File: src/rtl/thermo_if.sv
// Thermostat controller bus: set-point/sensor inputs and heater/cooler drive outputs.
// master = set-point/sensor side, slave = controller.
interface thermo_if #(
    parameter int unsigned SIZE = 8
) ();
    logic            en;
    logic [SIZE-1:0] Tset;
    logic [SIZE-1:0] Tact;
    logic            heat;
    logic            cool;
    logic            lockout;
    logic [1:0]      state;

    modport master (
        output en, Tset, Tact,
        input  heat, cool, lockout, state
    );

    modport slave (
        input  en, Tset, Tact,
        output heat, cool, lockout, state
    );
endinterface

File: src/rtl/thermo_ctrl.sv
// Thermostat controller: band-triggered heat/cool with hysteresis, minimum run and dead time.
// Minimum-run enforcement is enabled by defining THERMO_MINRUN_EN.
module thermo_ctrl #(
    parameter int unsigned SIZE   = 8,
    parameter int unsigned BAND   = 4,
    parameter int unsigned MINRUN = 16,
    parameter int unsigned DEAD   = 8
) (
    input logic     clk,
    input logic     rst,
    thermo_if.slave bus
);
    localparam int unsigned W      = SIZE + 1;
    localparam int unsigned CntMax = (MINRUN > DEAD) ? MINRUN : DEAD;
    localparam int unsigned CW     = $clog2(CntMax + 1);

    localparam logic [W-1:0]  BandW    = W'(BAND);
    localparam logic [CW-1:0] CntSat   = {CW{1'b1}};
    localparam logic [CW-1:0] DeadLast = CW'(DEAD - 1);

    typedef enum logic [1:0] {
        StIdle = 2'b00,
        StHeat = 2'b01,
        StCool = 2'b10,
        StDead = 2'b11
    } state_e;

    state_e        state_q, state_d;
    logic [CW-1:0] cnt_q, cnt_d;

    logic [W-1:0] tset_w, tact_w;
    logic         heat_req, cool_req, heat_done, cool_done, minrun_met;

    // One extra bit so adding the band can never wrap.
    assign tset_w    = {1'b0, bus.Tset};
    assign tact_w    = {1'b0, bus.Tact};
    assign heat_req  = (tact_w + BandW) < tset_w;
    assign cool_req  = tact_w > (tset_w + BandW);
    assign heat_done = tact_w >= tset_w;
    assign cool_done = tact_w <= tset_w;

`ifdef THERMO_MINRUN_EN
    localparam logic [CW-1:0] MinrunLast = CW'(MINRUN - 1);
    assign minrun_met = (cnt_q >= MinrunLast);
`else
    assign minrun_met = 1'b1;
`endif

    always_ff @(posedge clk) begin
        if (rst) begin
            state_q <= StIdle;
            cnt_q   <= '0;
        end else begin
            state_q <= state_d;
            cnt_q   <= cnt_d;
        end
    end

    always_comb begin
        state_d = state_q;
        case (state_q)
            StIdle: begin
                if (bus.en && heat_req) begin
                    state_d = StHeat;
                end else if (bus.en && cool_req) begin
                    state_d = StCool;
                end
            end
            StHeat: begin
                if (!bus.en || (heat_done && minrun_met)) state_d = StDead;
            end
            StCool: begin
                if (!bus.en || (cool_done && minrun_met)) state_d = StDead;
            end
            StDead: begin
                if (cnt_q == DeadLast) state_d = StIdle;
            end
            default: state_d = StIdle;
        endcase

        // Counter restarts on every transition so each state times itself from zero.
        if (state_d != state_q) begin
            cnt_d = '0;
        end else if (state_q != StIdle && cnt_q != CntSat) begin
            cnt_d = cnt_q + CW'(1);
        end else begin
            cnt_d = cnt_q;
        end
    end

    always_comb begin
        bus.heat    = (state_q == StHeat);
        bus.cool    = (state_q == StCool);
        bus.lockout = (state_q == StDead);
        bus.state   = state_q;
    end
endmodule

File: src/flat_wrapper.sv
// flat-port wrapper written by rule: the top's interface ports become plain ports
module thermo_ctrl_flat 
#(
    parameter int unsigned SIZE   = 8,
    parameter int unsigned BAND   = 4,
    parameter int unsigned MINRUN = 16,
    parameter int unsigned DEAD   = 8
)
  (clk, rst, bus_en, bus_Tset, bus_Tact, bus_heat, bus_cool, bus_lockout, bus_state);
  thermo_if #(.SIZE(SIZE)) bus_i ();
  input logic clk;
  input logic rst;
  input wire logic [$bits(bus_i.en)-1:0] bus_en;
  input wire logic [$bits(bus_i.Tset)-1:0] bus_Tset;
  input wire logic [$bits(bus_i.Tact)-1:0] bus_Tact;
  output wire logic [$bits(bus_i.heat)-1:0] bus_heat;
  output wire logic [$bits(bus_i.cool)-1:0] bus_cool;
  output wire logic [$bits(bus_i.lockout)-1:0] bus_lockout;
  output wire logic [$bits(bus_i.state)-1:0] bus_state;
  assign bus_i.en = bus_en;
  assign bus_i.Tset = bus_Tset;
  assign bus_i.Tact = bus_Tact;
  assign bus_heat = bus_i.heat;
  assign bus_cool = bus_i.cool;
  assign bus_lockout = bus_i.lockout;
  assign bus_state = bus_i.state;
  thermo_ctrl #(.SIZE(SIZE), .BAND(BAND), .MINRUN(MINRUN), .DEAD(DEAD)) u_core (.clk(clk), .rst(rst), .bus(bus_i));
endmodule
File: config.mk
export PLATFORM = sky130hd
export DESIGN_NAME = thermo_ctrl_flat
export DESIGN_NICKNAME = d
export VERILOG_FILES = /design/src/rtl/thermo_if.sv /design/src/rtl/thermo_ctrl.sv /design/src/flat_wrapper.sv
export SDC_FILE = /design/constraint.sdc
export NUM_CORES = 1
export LEC_CHECK = 0
export BUFFER_PORTS_ARGS = -buffer_cell sky130_fd_sc_hd__buf_2
export CAP_MARGIN = 20
export CORE_MARGIN = 10
export CORE_UTILIZATION = 48
export DETAILED_ROUTE_END_ITERATION = 6
export PLACE_DENSITY = 0.84
export SYNTH_ARGS = -nofsm -noshare
export SYNTH_HDL_FRONTEND = slang
export SYNTH_SLANG_ARGS = --single-unit
File: constraint.sdc
create_clock -name clk -period 1.9 [get_ports clk]
set_clock_uncertainty 0.1 [all_clocks]
set_input_delay 0.095 -clock clk [delete_from_list [all_inputs] [get_ports clk]]
set_output_delay 0.095 -clock clk [all_outputs]
set_load 0.005 [all_outputs]
**Word level (Yosys, flattened, before mapping)**

Cells that the tools add are included.
Widths: inputs -> output; s select.

- Input bits: 19
- Register bits after elaboration: 7

- Reductions and logical operators: 9
- Magnitude comparators: 4
- Muxes and demuxes: 6
- Eq/ne operators: 6
- Add/sub/neg operators: 3

Operators by type and width:

| kind | number |
|---|---|
| $add 8x3->9 const B | 2 |
| $mux 2 | 5 |
| $gt 8x9->1 | 1 |
| $lt 9x8->1 | 1 |
| $ge 8x8->1 | 1 |
| $le 8x8->1 | 1 |
| $pmux 2 s4 | 1 |
| $add 5x1->5 const B | 1 |
| $eq 5x3->1 const B | 1 |
| $ne 5x5->1 const B | 1 |
| $eq 2x2->1 const B | 2 |
| $logic_and 1x1->1 | 3 |
| $eq 2x1->1 const B | 1 |
| $logic_not 2->1 | 1 |
| $logic_or 1x1->1 | 2 |
| $ne 2x2->1 | 1 |
| $reduce_bool 2->1 | 1 |
| $reduce_or 2->1 | 1 |
| $logic_not 1->1 | 1 |

**Depth between registers and ports, before layout**

Gate-level depths: netlist (run 1).

- Depth after elaboration: 8
- Mapped depth: 11
- Depth with buffers taken out: 11

**Least setup slack after synthesis (run 1)**

Ideal clock, no wire load.

- Kind: input to register
- Start: in bus_Tact[2]
- End: reg u_core.cnt_q[0]
- Setup slack: -0.162 ns
- Setup time: 0.132 ns
- Stages on the path: 10
- Data arrival time: 1.830 ns
- Path through: ha_1 > nand3_1 > xnor2_1 > ha_1 > a211o_1 > a21oi_1 > a211o_1 > a41oi_2 > o31ai_2 > nor3_1

- Cells in the longest elaborated chain, start to end: 7
- Elaborated cells on any way between the ends: 16
- Those cells by class: 1 x add/sub; 4 x order compare; 1 x eq/ne; 5 x mux; 5 x reduce/logical

Ends and longest elaborated chain:

| item | line | source |
|---|---|---|
| start: declaration | flat_wrapper.sv:15 | `input wire logic [$bits(bus_i.Tact)-1:0] bus_Tact;` |
| $add 8x3->9 or $gt 8x9->1 (tied branches) | thermo_ctrl.sv:37, thermo_ctrl.sv:38 |  |
| $lt 9x8->1 or $logic_and 1x1->1 (tied branches) | thermo_ctrl.sv:37, thermo_ctrl.sv:65 |  |
| $logic_and 1x1->1 or $mux 2 (tied branches) | thermo_ctrl.sv:63, thermo_ctrl.sv:65 |  |
| $mux 2 | thermo_ctrl.sv:63 | `if (bus.en && heat_req) begin` |
| $pmux 2 s4 * | thermo_ctrl.sv:61 | `case (state_q)` |
| $ne 2x2->1 * | thermo_ctrl.sv:82 | `if (state_d != state_q) begin` |
| $reduce_or 2->1 (no line) * | -- |  |
| end signal: assignment | thermo_ctrl.sv:55 | `cnt_q <= cnt_d;` |
| end: declaration | thermo_ctrl.sv:29 | `logic [CW-1:0] cnt_q, cnt_d;` |

Mark *: on every way between the ends. The rest lies on a longest branch, timed or not.
A chain may end at the register's enable or synchronous reset.

**Worst setup path in the final report (run 1)**

- Start: in bus_Tact[2]
- End: reg u_core.cnt_q[4]

Same word-level chain as after synthesis.

==> out/metrics.yaml, run 1 <==
num-fill-cells: 139
yosys.area_share.simple: 0.197
synth_edf_count: 0
max_slew_margin: 0.773
multiInputGateArea_sq_um: 920
period_share: 1.01
grt_usage: 0.142
cp_max_fo: 5
pre_cts_ws_ps: -306
cpMostUsedCell: "a211o_1"
seq_area_frac_synth: 0.138
yosysMostFrequentCell: "ha_1"
crit_arrival_ps: 1940
gp_congestion: 0.854
grt_max_degree: 9
synth_fa_ha_area_frac: 0.295
finalMaxSlewViolations: 0
routed_wl_um: 3010
synth_top_family_by_area: "adder cells"
ir_drop_mv: 0.348
async_reset_ff_frac: 0
placementRows: 16
die_x_um: 66.0
setup_violations: 1
synth_mux_area_frac: 0.0197
antenna_cells: 0
wire_per_inst_um: 15.3
yosys-top-cells-area: "ha_1 (30%), dfxtp_1 (14%), xnor2_1 (6.9%)"
slowest_stage: "o31ai_4"
tightest_slew_ps: 337
yosys_warnings: 0
cts_buffers: 3
synth_cell_types: 38
synth_area_leader_cell: "ha_1"
ys_ff_latch: 7
critPathBufInv: 1
violations: "negative setup slack"
cts_setup_buffers: 0
path_cells: "buf_8 -> ha_4 -> nand3_2 -> xnor2_1 -> ha_1 -> a211o_1 -> a21oi_1 -> a211o_1 -> a41oi_2 -> o31ai_4 -> nor3_1"
final_nets: 213
vias_per_cell: 5.61
area_delta_synth_final_pct: 42.8
hold_path.class: "in -> reg"
cp-end-kind: "flop"
grt_overflow_total: 0
worstSkewPairLatency_ps: 250
core_sq_um: 1980
synth-xor-area-share: 0.0947
powerDensity_nw_per_um2: 467
top_level_ports: 24
worst_setup_path_start_kind: "primary input"
worst-r2r-setup-slack_ps: 60
portBuffers: 23
tritoncts: "yes"
worstPathRequired_ps: 1920
hold_viol_final: 0
drt_first_pass_iters: 4
fmax_ghz: 0.520
dp_hpwl_um: 2430
initialDrtViolationCount: 41
synth_top_flop_cell: "dfxtp_1"
antenna_found_initial: 0
initial_core_util: 0.513
holdWs_ps: 311
syn_nets: 164
route.detailed.drc: 0
synthCells: 121
path_class: "in -> reg"
p_leak_nw: 0.721
clk_pin_slew_ps: 50
die_y_um: 66.0
cts_buffer_depth: 2
netlist_area_sq_um: 1020
grt_pass1_vias: 1167
ant_nets: 0
die_area_sq_um: 4360
avgSynthCellArea_sq_um: 8.41
cp_slowest_stage_delay_ps: 310
vias: 1099
synth_compound_area_frac: 0.215
cp_top_family: "compound AO/OA/AOI/OAI gates"
cap_violations: 0
drive_gt1_frac: 0.367
setup_ws_ps: -21.8
min_period_ps: 1920
synth_top_area_share: 0.295
rsz0062_at_grt: "true"
finalSetupTns_ps: -21.8
outcome: "finished, violations left"
clockRootBuffer: "clkbuf_4"
clock-sinks: 7
grt_pass1_wl_um: 5020
seq_area_sq_um: 140
yosys-top-cells-count: "ha_1 (24), inv_1 (11), nor3_1 (9)"
h-tree-depth: 1
## where the power goes
group	internal [W]	switching (W)	leakage, nW	total, W
sequential	0.000159	0.0000201	0.0571	0.000179
combinational	0.000182	0.000182	0.649	0.000364
clock	0.0000801	0.0000541	0.0150	0.000134
## kinds of logic (layout without fill, tap and decap cells)
logic type / count (synthesis) / after routing
simple gates: 37 / 37
compound gates: 29 / 29
fa+ha+maj: 24 / 24
xor+xnor: 11 / 11
buf+inv: 11 / 59
flops: 7 / 7
mux: 2 / 2
## layer usage
layer / global-route usage / vias up / wire length [um]
met3: 0.0169 / 10 / 68
met5: 0 / - / 0
met2: 0.274 / 33 / 1690
met4: 0.0916 / 0 / 110
li1: - / 548 / -
met1: 0.137 / 508 / 1130
## layout make-up
class / count / share of cell area
inverter: 11 / 0.0284
multi-input combinational: 103 / 0.633
timing repair buffer: 44 / 0.201
tap: 27 / 0.0233
clock buffer: 4 / 0.0181
sequential: 7 / 0.0965
## worst paths after layout
check,to,cells after the start,from
worst min-delay path,u_core.bus.state[0]$_SDFF_PP0_,4,bus_en
worst max register to register,u_core.cnt_q[4]$_SDFFE_PP0P_,6,u_core.bus.state[0]$_SDFF_PP0_
worst min register to register,u_core.cnt_q[1]$_SDFFE_PP0P_,2,u_core.cnt_q[1]$_SDFFE_PP0P_
worst max-delay path,u_core.cnt_q[4]$_SDFFE_PP0P_,11,bus_Tact[2]
## sequential cells by signal (all words and copies together) (netlist names)
register          count
u_core.bus.state      2
u_core.cnt_q          5
## worst register-to-register path, delay by kind of cell, from the launching register on
family | cells | cell delay (ps)
AO/OA/AOI/OAI | 4 | 820
flip-flops | 1 | 380
AND/OR/NAND/NOR | 2 | 400
## layout by cell type (no fill, tap or decap), types with 2 or more instances in the layout
| master | netlist | routed |
|---|---|---|
| xor2_1 | 3 | 3 |
| and3_1 | 2 | 2 |
| nand2_1 | 5 | 5 |
| xnor2_1 | 8 | 8 |
| inv_1 | 11 | 11 |
| ha_1 | 24 | 21 |
| nor3_1 | 9 | 6 |
| dfxtp_1 | 7 | 7 |
| nand3_1 | 7 | 5 |
| ha_2 | 0 | 2 |
| nand2b_1 | 2 | 2 |
| nor3_2 | 0 | 2 |
| buf_4 | 0 | 20 |
| nor2b_1 | 2 | 2 |
| o21ai_0 | 4 | 4 |
| buf_2 | 0 | 21 |
| nand4_1 | 3 | 3 |
| nor2_1 | 3 | 2 |
| mux2i_1 | 2 | 2 |
| nand3_2 | 0 | 2 |
| a21oi_1 | 6 | 6 |
| a211o_1 | 2 | 2 |
| clkbuf_4 | 0 | 3 |
## metrics by stage
stage	util	instances	area, sq um	total power (W)
floorplan	-	121	1050	0.000376
global placement	0.679	191	1350	0.000498
detailed placement	0.679	191	1350	0.000513
CTS	0.711	196	1410	0.000663
global route	0.733	196	1450	0.000731
finish	0.733	196	1450	0.000678
## repair_timing
item,in CTS,in global routing
hold buffers,1,0
endpoints found under the setup margin,5,7
pin swaps,1,2
resized for setup,8,9
endpoints found under the hold margin,1,0
Power figures use the tool's default switching activity.
==> run 2, diff against run 1 <==
Settings changed: CTS_CLUSTER_DIAMETER set to 80, PLACE_DENSITY 0.84 to 0.75.
==> out/metrics.yaml, run 2 (same netlist as run 1, synthesis figures left out) <==
outcome: "finished, violations left"  # unchanged
violations: "negative setup slack"  # unchanged
cp-startpoint: "bus_Tact[3]"  # was bus_Tact[2]
cpMostUsedCell: "a211o_1"  # unchanged
setup_ws_ps: -52.1  # was -21.8 ps
multiInputGateArea_sq_um: 946  # was 920 sq um
portBuffers: 23  # unchanged
worstHoldStart: "bus_en"  # unchanged
tritoncts: "yes"  # unchanged
hold_path.class: "in -> reg"  # unchanged
worstPathRequired_ps: 1940  # was 1920 ps
initialDrtViolationCount: 58  # was 41
antenna_cells: 0  # unchanged
cts_buffer_depth: 2  # unchanged
cp_slowest_stage_delay_ps: 370  # was 310 ps
setup_violations: 5  # was 1
clockRootBuffer: "clkbuf_4"  # unchanged
cp_top_family: "compound AO/OA/AOI/OAI gates"  # unchanged
cp_max_fo: 5  # unchanged
top_level_ports: 24  # unchanged
crit_arrival_ps: 1990  # was 1940 ps
grt_max_degree: 9  # unchanged
rsz0062_at_grt: "true"  # unchanged
seq_area_sq_um: 140  # unchanged
h-tree-depth: 1  # unchanged
holdWs_ps: 275  # was 311 ps
cts_buffers: 3  # unchanged
die_area_sq_um: 4360  # unchanged
grt_overflow_total: 0  # unchanged
p_leak_nw: 0.753  # was 0.721 nW
instances_no_fill: 200  # was 196
finalMaxSlewViolations: 0  # unchanged
vias: 1138  # was 1099
powerDensity_nw_per_um2: 465  # was 467 nW/um^2
core_sq_um: 1980  # unchanged
place_inst: 193  # was 191
r2r-start: "u_core.cnt_q[0]$_SDFFE_PP0P_"  # was u_core.bus.state[0]$_SDFF_PP0_
gp_congestion: 0.864  # was 0.854
area_delta_synth_final_pct: 50.2  # was 42.8%
antenna_found_initial: 0  # unchanged
hold_viol_final: 0  # unchanged
fmax_ghz: 0.512  # was 0.520 GHz
wire_per_inst_um: 16.1  # was 15.3 um
path_cells: "buf_8 -> ha_4 -> nand3_4 -> xnor2_2 -> ha_1 -> a211o_1 -> a21oi_2 -> a211o_1 -> a41oi_2 -> o31ai_4 -> nor3_1"  # was buf_8 -> ha_4 -> nand3_2 -> xnor2_1 -> ha_1 -> a211o_1 -> a21oi_1 -> a211o_1 -> a41oi_2 -> o31ai_4 -> nor3_1
cap_violations: 0  # unchanged
drive_gt1_frac: 0.405  # was 0.367
regMostFlops: "u_core.cnt_q"  # unchanged
clock-sinks: 7  # unchanged
worst_setup_path_start_kind: "primary input"  # unchanged
placementRows: 16  # unchanged
dp_hpwl_um: 2420  # was 2430 um
clk_pin_slew_ps: 60  # was 50 ps
ir_drop_mv: 0.465  # was 0.348 mV
route.detailed.drc: 0  # unchanged
grt_usage: 0.128  # was 0.142
slowest_stage: "o31ai_4"  # unchanged
vias_per_cell: 5.69  # was 5.61
drt_first_pass_iters: 4  # unchanged
tightest_slew_ps: 381  # was 337 ps
routed_wl_um: 3220  # was 3010 um
min_period_ps: 1950  # was 1920 ps
final_nets: 217  # was 213
ant_nets: 0  # unchanged
max_slew_margin: 0.746  # was 0.773
initial_core_util: 0.513  # unchanged
largest_reg_flops: 5  # unchanged
final_cell_mix: "buf_4 (24), ha_1 (22), buf_2 (18)"  # was ha_1 (21), buf_2 (21), buf_4 (20)
period_share: 1.03  # was 1.01
die_y_um: 66.0  # unchanged
final_common_cell: "buf_4"
power.total_w: 0.000710  # was 0.000678 W
path_class: "in -> reg"  # unchanged
finalSetupTns_ps: -179  # was -21.8 ps
die_x_um: 66.0  # unchanged
cp-end-kind: "flop"  # unchanged
worstSkewPairLatency_ps: 260  # was 250 ps
grt_pass1_wl_um: 4640  # was 5020 um
num-fill-cells: 134  # was 139
grt_pass1_vias: 1122  # was 1167
fin_util: 0.771  # was 0.733
critPathBufInv: 1  # unchanged
[run 2: cell count changes in the layout (fill, tap and decap cells not counted), moves of 2 or more]
cell   before  now
buf_2      21   18
buf_4      20   24
ha_2        2    0
inv_1      11    9
inv_2       0    2
[run 2: worst paths after layout]
check	depth (start not counted)	slack, ps	end
hold / removal	4	280	u_core.bus.state[0]$_SDFF_PP0_
setup / recovery	11	-50	u_core.cnt_q[3]$_SDFFE_PP0P_
setup reg to reg	8	60	u_core.cnt_q[2]$_SDFFE_PP0P_
hold reg to reg	2	480	u_core.cnt_q[0]$_SDFFE_PP0P_
[run 2: area by class of cell]
class	instances	share of cell area
flip-flops and latches	7	0.0917
clock buffers	4	0.0172
inverters	11	0.0270
repair buffers	48	0.223
multi-input cells	103	0.619
well taps	27	0.0221
[run 2: report_power, final]
part / switching (W) / internal [W]
logic: 0.000197 / 0.000195
clock network: 0.0000626 / 0.0000807
registers: 0.0000145 / 0.000159
total: 0.000275 / 0.000435
[run 2: routing by layer]
layer / global-route usage / vias up / wire length, um
met5: 0 / - / 0
met2: 0.231 / 39 / 1690
li1: - / 559 / -
met1: 0.147 / 531 / 1310
met3: 0.0271 / 9 / 168
met4: 0.0393 / 0 / 45
[run 2: worst register-to-register path: stages, from the launching register on]
cell	delay (ps)
dfxtp_1	330
ha_1	240
and3_1	190
ha_1	180
nor2_2	160
buf_4	160
nand2_1	70
xor2_1	160
nor3_2	180
[run 2: repair_timing]
action	CTS	global route
pin swaps	12	19
hold buffers	0	1
buffers inserted	0	2
endpoints found under the setup margin	5	7
gates resized for setup	8	18
hold endpoints to repair	0	1
[run 2: stage by stage]
step / worst slack [ps] / instance area, sq um
final: -52.1 / 1530
after global routing: -152 / 1530
after CTS: -12.3 / 1420
after detailed placement: -337 / 1360
after global placement: -277 / 1360
after floorplan: 1.42 / 1050
